==> src/rtl/hc74_pkg.sv <==
// Shared definitions for the 74-series counter models (hc191, hc193, hc161).
//   HC_WIDTH_DEFAULT : datasheet counter width
//   DIR_UP/DIR_DOWN  : encodings of the D_U direction pin
//   tc_detect()      : terminal-count test for a count value in a given direction
package hc74_pkg;

  localparam int   HC_WIDTH_DEFAULT = 4;
  localparam logic DIR_UP           = 1'b0;
  localparam logic DIR_DOWN         = 1'b1;

  // The value is zero-extended into 32 bits so that one function serves every width up to 32.
  // Counting up, terminal count means all ones. Counting down, it means zero.
  function automatic logic tc_detect(input logic [31:0] q, input int width, input logic dir);
    logic [31:0] mask;
    mask = (width >= 32) ? 32'hFFFF_FFFF : ((32'd1 << width) - 32'd1);
    if (dir == DIR_UP) return (q & mask) == mask;
    else               return (q & mask) == 32'd0;
  endfunction

endpackage

==> src/rtl/hc191_updown_counter_if.sv <==
// Pin bundle of the hc191 counter. clk and reset are not part of it.
//   master : drives LOAD_N, D, CTEN_N, D_U and observes Q, MAX_MIN, RCO_N
//   slave  : the counter side
interface hc191_updown_counter_if
  import hc74_pkg::*;
#(
  parameter int WIDTH = HC_WIDTH_DEFAULT
) ();

  logic             LOAD_N;
  logic [WIDTH-1:0] D;
  logic             CTEN_N;
  logic             D_U;
  logic [WIDTH-1:0] Q;
  logic             MAX_MIN;
  logic             RCO_N;

  modport master (output LOAD_N, D, CTEN_N, D_U, input Q, MAX_MIN, RCO_N);
  modport slave  (input LOAD_N, D, CTEN_N, D_U, output Q, MAX_MIN, RCO_N);

endinterface

==> src/rtl/hc191_bit_slice.sv <==
// One bit of the hc191 counter. This is a JK-style toggle flop with a parallel-load mux.
//   clk, rst_n  : clock and asynchronous active-low reset (the flop is reset to RST_BIT)
//   load        : parallel load takes priority over toggling
//   load_bit    : data bit used by a load
//   toggle_in   : carry in when counting up, borrow in when counting down (already gated by enable)
//   dir         : DIR_UP / DIR_DOWN
//   q           : registered bit
//   toggle_out  : carry/borrow out to the next bit up
module hc191_bit_slice
  import hc74_pkg::*;
#(
  parameter logic RST_BIT = 1'b0
) (
  input  logic clk,
  input  logic rst_n,
  input  logic load,
  input  logic load_bit,
  input  logic toggle_in,
  input  logic dir,
  output logic q,
  output logic toggle_out
);

  logic q_d;
  logic q_q;

  always_comb begin
    q_d = q_q;
    if (load)           q_d = load_bit;
    else if (toggle_in) q_d = ~q_q;
  end

  always_ff @(posedge clk or negedge rst_n) begin
    if (!rst_n) q_q <= RST_BIT;
    else        q_q <= q_d;
  end

  // Counting up, a carry passes a bit that is 1. Counting down, a borrow passes a bit that is 0.
  assign toggle_out = toggle_in & ((dir == DIR_DOWN) ? ~q_q : q_q);
  assign q          = q_q;

endmodule

==> src/rtl/hc191_updown_counter.sv <==
// Synchronous presettable up/down binary counter modelled on the 74HC191, with an asynchronous clear.
//   Clk  : rising-edge clock
//   R_N  : asynchronous active-low reset, which sets Q to RST_VAL
//   bus  : LOAD_N, D, CTEN_N, D_U in; Q, MAX_MIN, RCO_N out
module hc191_updown_counter
  import hc74_pkg::*;
#(
  parameter int               WIDTH   = HC_WIDTH_DEFAULT,
  parameter logic [WIDTH-1:0] RST_VAL = '0
) (
  input  logic                   Clk,
  input  logic                   R_N,
  hc191_updown_counter_if.slave  bus
);

  logic             load;
  logic             count_en;
  logic [WIDTH:0]   chain;
  logic [WIDTH-1:0] q;
  logic             max_min;

  assign load     = ~bus.LOAD_N;
  assign count_en = ~bus.CTEN_N;
  // Load beats count because each slice's load mux overrides toggle_in.
  assign chain[0] = count_en;

  for (genvar i = 0; i < WIDTH; i++) begin : g_slice
    hc191_bit_slice #(
      .RST_BIT (RST_VAL[i])
    ) u_slice (
      .clk        (Clk),
      .rst_n      (R_N),
      .load       (load),
      .load_bit   (bus.D[i]),
      .toggle_in  (chain[i]),
      .dir        (bus.D_U),
      .q          (q[i]),
      .toggle_out (chain[i+1])
    );
  end

  assign max_min = tc_detect(32'(q), WIDTH, bus.D_U);

  // The carry out of the top bit is exactly "terminal count and enabled".
  // Gating it with the low phase of Clk makes RCO_N pulse low in the half-period before the wrap edge.
  assign bus.Q       = q;
  assign bus.MAX_MIN = max_min;
  assign bus.RCO_N   = ~(chain[WIDTH] & ~Clk);

endmodule
==> src/flat_wrapper.sv <==
// flat-port wrapper written by rule: the top's interface ports become plain ports
module hc191_updown_counter_flat import hc74_pkg::*;
#(
  parameter int               WIDTH   = HC_WIDTH_DEFAULT,
  parameter logic [WIDTH-1:0] RST_VAL = '0
)
  (Clk, R_N, bus_LOAD_N, bus_D, bus_CTEN_N, bus_D_U, bus_Q, bus_MAX_MIN, bus_RCO_N);
  hc191_updown_counter_if #(.WIDTH(WIDTH)) bus_i ();
  input  logic Clk;
  input  logic R_N;
  input wire logic [$bits(bus_i.LOAD_N)-1:0] bus_LOAD_N;
  input wire logic [$bits(bus_i.D)-1:0] bus_D;
  input wire logic [$bits(bus_i.CTEN_N)-1:0] bus_CTEN_N;
  input wire logic [$bits(bus_i.D_U)-1:0] bus_D_U;
  output wire logic [$bits(bus_i.Q)-1:0] bus_Q;
  output wire logic [$bits(bus_i.MAX_MIN)-1:0] bus_MAX_MIN;
  output wire logic [$bits(bus_i.RCO_N)-1:0] bus_RCO_N;
  assign bus_i.LOAD_N = bus_LOAD_N;
  assign bus_i.D = bus_D;
  assign bus_i.CTEN_N = bus_CTEN_N;
  assign bus_i.D_U = bus_D_U;
  assign bus_Q = bus_i.Q;
  assign bus_MAX_MIN = bus_i.MAX_MIN;
  assign bus_RCO_N = bus_i.RCO_N;
  hc191_updown_counter #(.WIDTH(WIDTH), .RST_VAL(RST_VAL)) u_core (.Clk(Clk), .R_N(R_N), .bus(bus_i));
endmodule
==> config.mk <==
export PLATFORM = sky130hd
export DESIGN_NAME = hc191_updown_counter_flat
export DESIGN_NICKNAME = d
export VERILOG_FILES = /design/src/rtl/hc74_pkg.sv /design/src/rtl/hc191_updown_counter_if.sv /design/src/rtl/hc191_bit_slice.sv /design/src/rtl/hc191_updown_counter.sv /design/src/flat_wrapper.sv
export SDC_FILE = /design/constraint.sdc
export NUM_CORES = 1
export LEC_CHECK = 0
export BUFFER_PORTS_ARGS = -buffer_cell sky130_fd_sc_hd__buf_2
export CAP_MARGIN = 25
export CORE_AREA = 3 3 40 42
export DETAILED_ROUTE_END_ITERATION = 16
export DIE_AREA = 0 0 43 45
export PLACE_DENSITY = 0.51
export SLEW_MARGIN = 20
export SYNTH_ARGS = -nofsm -noshare
export SYNTH_HDL_FRONTEND = slang
export SYNTH_SLANG_ARGS = --single-unit
==> constraint.sdc <==
create_clock -name Clk -period 1.35 [get_ports Clk]
set_input_delay 0.0675 -clock Clk [delete_from_list [all_inputs] [get_ports Clk]]
set_output_delay 0.0675 -clock Clk [all_outputs]
set_load 0.02 [all_outputs]
==> results.cfg <==
[outcome]
status = complete, but fails checks
violations = negative setup slack

[setup_path]
path_depth = 3
crit_type = reg -> out
cp.required_ns = 1.28
cp.arrival_ns = 1.77
path_cells = or4b_4 > a2111o_1 > buf_6
cp_max_fo = 2
path_buf_inv = 1
cpPeakStageDelay_ns = 0.54
crit_path_end_kind = output port
crit_slowest_cell = or4b_4
rr_worst_depth = 4
reg2reg_slack_ns = -0.25
cp-start-kind = register
crit_family = simple AND/OR/NAND/NOR gates
reg2reg_to = u_core.g_slice[3].u_slice.q$_DFFE_PN0P_
timing.rr.start = u_core.g_slice[0].u_slice.q$_DFFE_PN0P_

[pwr]
power_mw = 0.667
ir_worst_vdd_mv = 0.917
leakage_nw = 0.267
p_per_area_nw_per_um2 = 1110

[floorplan]
die-height_um = 45
die_area_um2 = 1940
core_area_um2 = 1280
start_util = 0.257
rows = 13
io_pins = 15
die_x_um = 43

[grt]
grt_max_degree = 9
grt_pass1_wl_um = 1660
antenna_found_initial = 0
first_global_vias = 389
gr-total-overflow = 0
grt_usage = 0.134

[final_layout]
layout.nets = 75
drive_above_1_share = 0.563
fin_cells = 79
multi_input_area_um2 = 225
largest_reg_flops = 4
area_delta_synth_final_pct = 81.1
antenna_cells = 0
fin_area_um2 = 598
fillers = 122
final_util = 0.465
ff_latch_area_um2 = 101

[placed_design]
placed_area_um2 = 423
hpwl_um = 608
port_buffers = 14
dp_cells = 64
finalWeightedCongestion = 0.649

[synth]
synth.avg_cell_area_um2 = 9.44
synthSimpleGateAreaFrac = 0.295
synthFlopType = dfrtp_1
synth.distinct_cells = 24
synth_edf_count = 0
synthAdderAreaFrac = 0
synthesis.nets = 44
async_flop_share = 1.00
synth_compound_area_frac = 0.144
synth_top_family_by_area = simple AND/OR/NAND/NOR gates
synth_cells = 35
synth-seq-cells = 4
yosysWarningCount = 0
synth-xor-area-share = 0.0795
syn-cell-area_um2 = 330
muxShareOfSynthArea = 0.0644
yosysSeqAreaShare = 0.303

[drt]
final_antenna_net_count = 0
drtIter0Drc = 6
wl_per_cell_um = 12.4
num_vias = 389
first_pass_iters = 4
vias_per_cell = 4.92
wirelength_um = 981
drc = 0

[timing]
slew_viol_final = 0
fin_skew_ns = 0.00288
rsz0062_at_grt = true
worstMarginPinSlew_ns = 0.242
fin_crit_ns = 1.84
fin_ws_ns = -0.489
timing.final.crit_share = 1.36
finalSetupTns_ns = -1.17
slew_headroom = 0.836
setup-violations-final = 6
max_freq_mhz = 544
final_hold_viol_count = 0

[min_path]
hold_end = u_core.g_slice[1].u_slice.q$_DFFE_PN0P_
hp-start = bus_LOAD_N
min_path_cells = 2
hold_class = in -> reg

[flow_run]
maxCapViolations = 0

[cts]
clock_latency_ns = 0.34
cts_tree = done
clkTransAtPathRegs_ns = 0.03
## timing repair
item                                   CTS  global route
setup buffers                            4             3
hold buffers                             5             0
gates resized for setup                  9             2
pin swaps                                2             1
setup endpoints to repair                6             8
endpoints found under the hold margin    8             0
## metrics by stage
| step | worst slack [ns] | hold WS [ns] |
|---|---|---|
| 6_report | -0.489 | 0.0313 |
| 5_1_grt | -0.574 | 0.0206 |
| 4_1_cts | -0.509 | 0.0163 |
| 3_5_place_dp | -0.151 | -0.119 |
| 3_3_place_gp | -0.144 | -0.118 |
| 2_1_floorplan | -0.178 | -0.228 |
## worst max-delay path by stage
stage | from | endpoint | slack (ns)
detailed placement | u_core.g_slice[0].u_slice.q$_DFFE_PN0P_ | bus_RCO_N | -0.15
finish | u_core.g_slice[0].u_slice.q$_DFFE_PN0P_ | bus_RCO_N | -0.49
floorplan | u_core.g_slice[0].u_slice.q$_DFFE_PN0P_ | bus_RCO_N | -0.18
global placement | u_core.g_slice[0].u_slice.q$_DFFE_PN0P_ | bus_RCO_N | -0.14
global route | u_core.g_slice[0].u_slice.q$_DFFE_PN0P_ | bus_RCO_N | -0.57
CTS | u_core.g_slice[0].u_slice.q$_DFFE_PN0P_ | bus_RCO_N | -0.51
## cells in the mapped netlist (2+ instances only)
| cell | number | area (µm²) |
|---|---|---|
| xnor2_1 | 3 | 26.3 |
| nand2_1 | 2 | 7.51 |
| nand3b_1 | 2 | 15.0 |
| dfrtp_1 | 4 | 100 |
| o21ai_0 | 2 | 10.0 |
| buf_4 | 4 | 30.0 |
## layout by cell type, fill, tap and decap left out, drive strengths merged, types with 2 or more instances in the layout
cell,count
dlygate4sd3,5
clkbuf,6
nand2,2
dfrtp,4
nand3b,2
xnor2,3
buf,23
o21ai,2
## per-layer routing
metal  global-route usage  routed length [µm]  vias up
met1                0.127                 416      170
met4                0.139                  27        0
met2                0.162                 426       23
met3                0.124                 111        5
met5                    0                   0        -
li1                     -                   -      191
## logic make-up after synthesis
kind of cell / after synthesis
and+or+nand+nor: 14
AOI/OAI and AO/OA: 6
buffers and inverters: 6
DFF: 4
xor gates and xnor gates: 3
muxes: 2
## layout make-up
cell class	count	share of cell area
Timing Repair Buffer	27	0.322
Multi-Input combinational cell	25	0.377
Clock buffer	7	0.0941
Sequential cell	4	0.169
Inverter	1	0.00628
Tap cell	15	0.0314
## power by group
part | total, mW | switching, mW | internal (mW)
clock network | 0.282 | 0.0804 | 0.202
registers | 0.152 | 0.0130 | 0.139
logic | 0.233 | 0.110 | 0.123
Power figures use the tool's default switching activity.
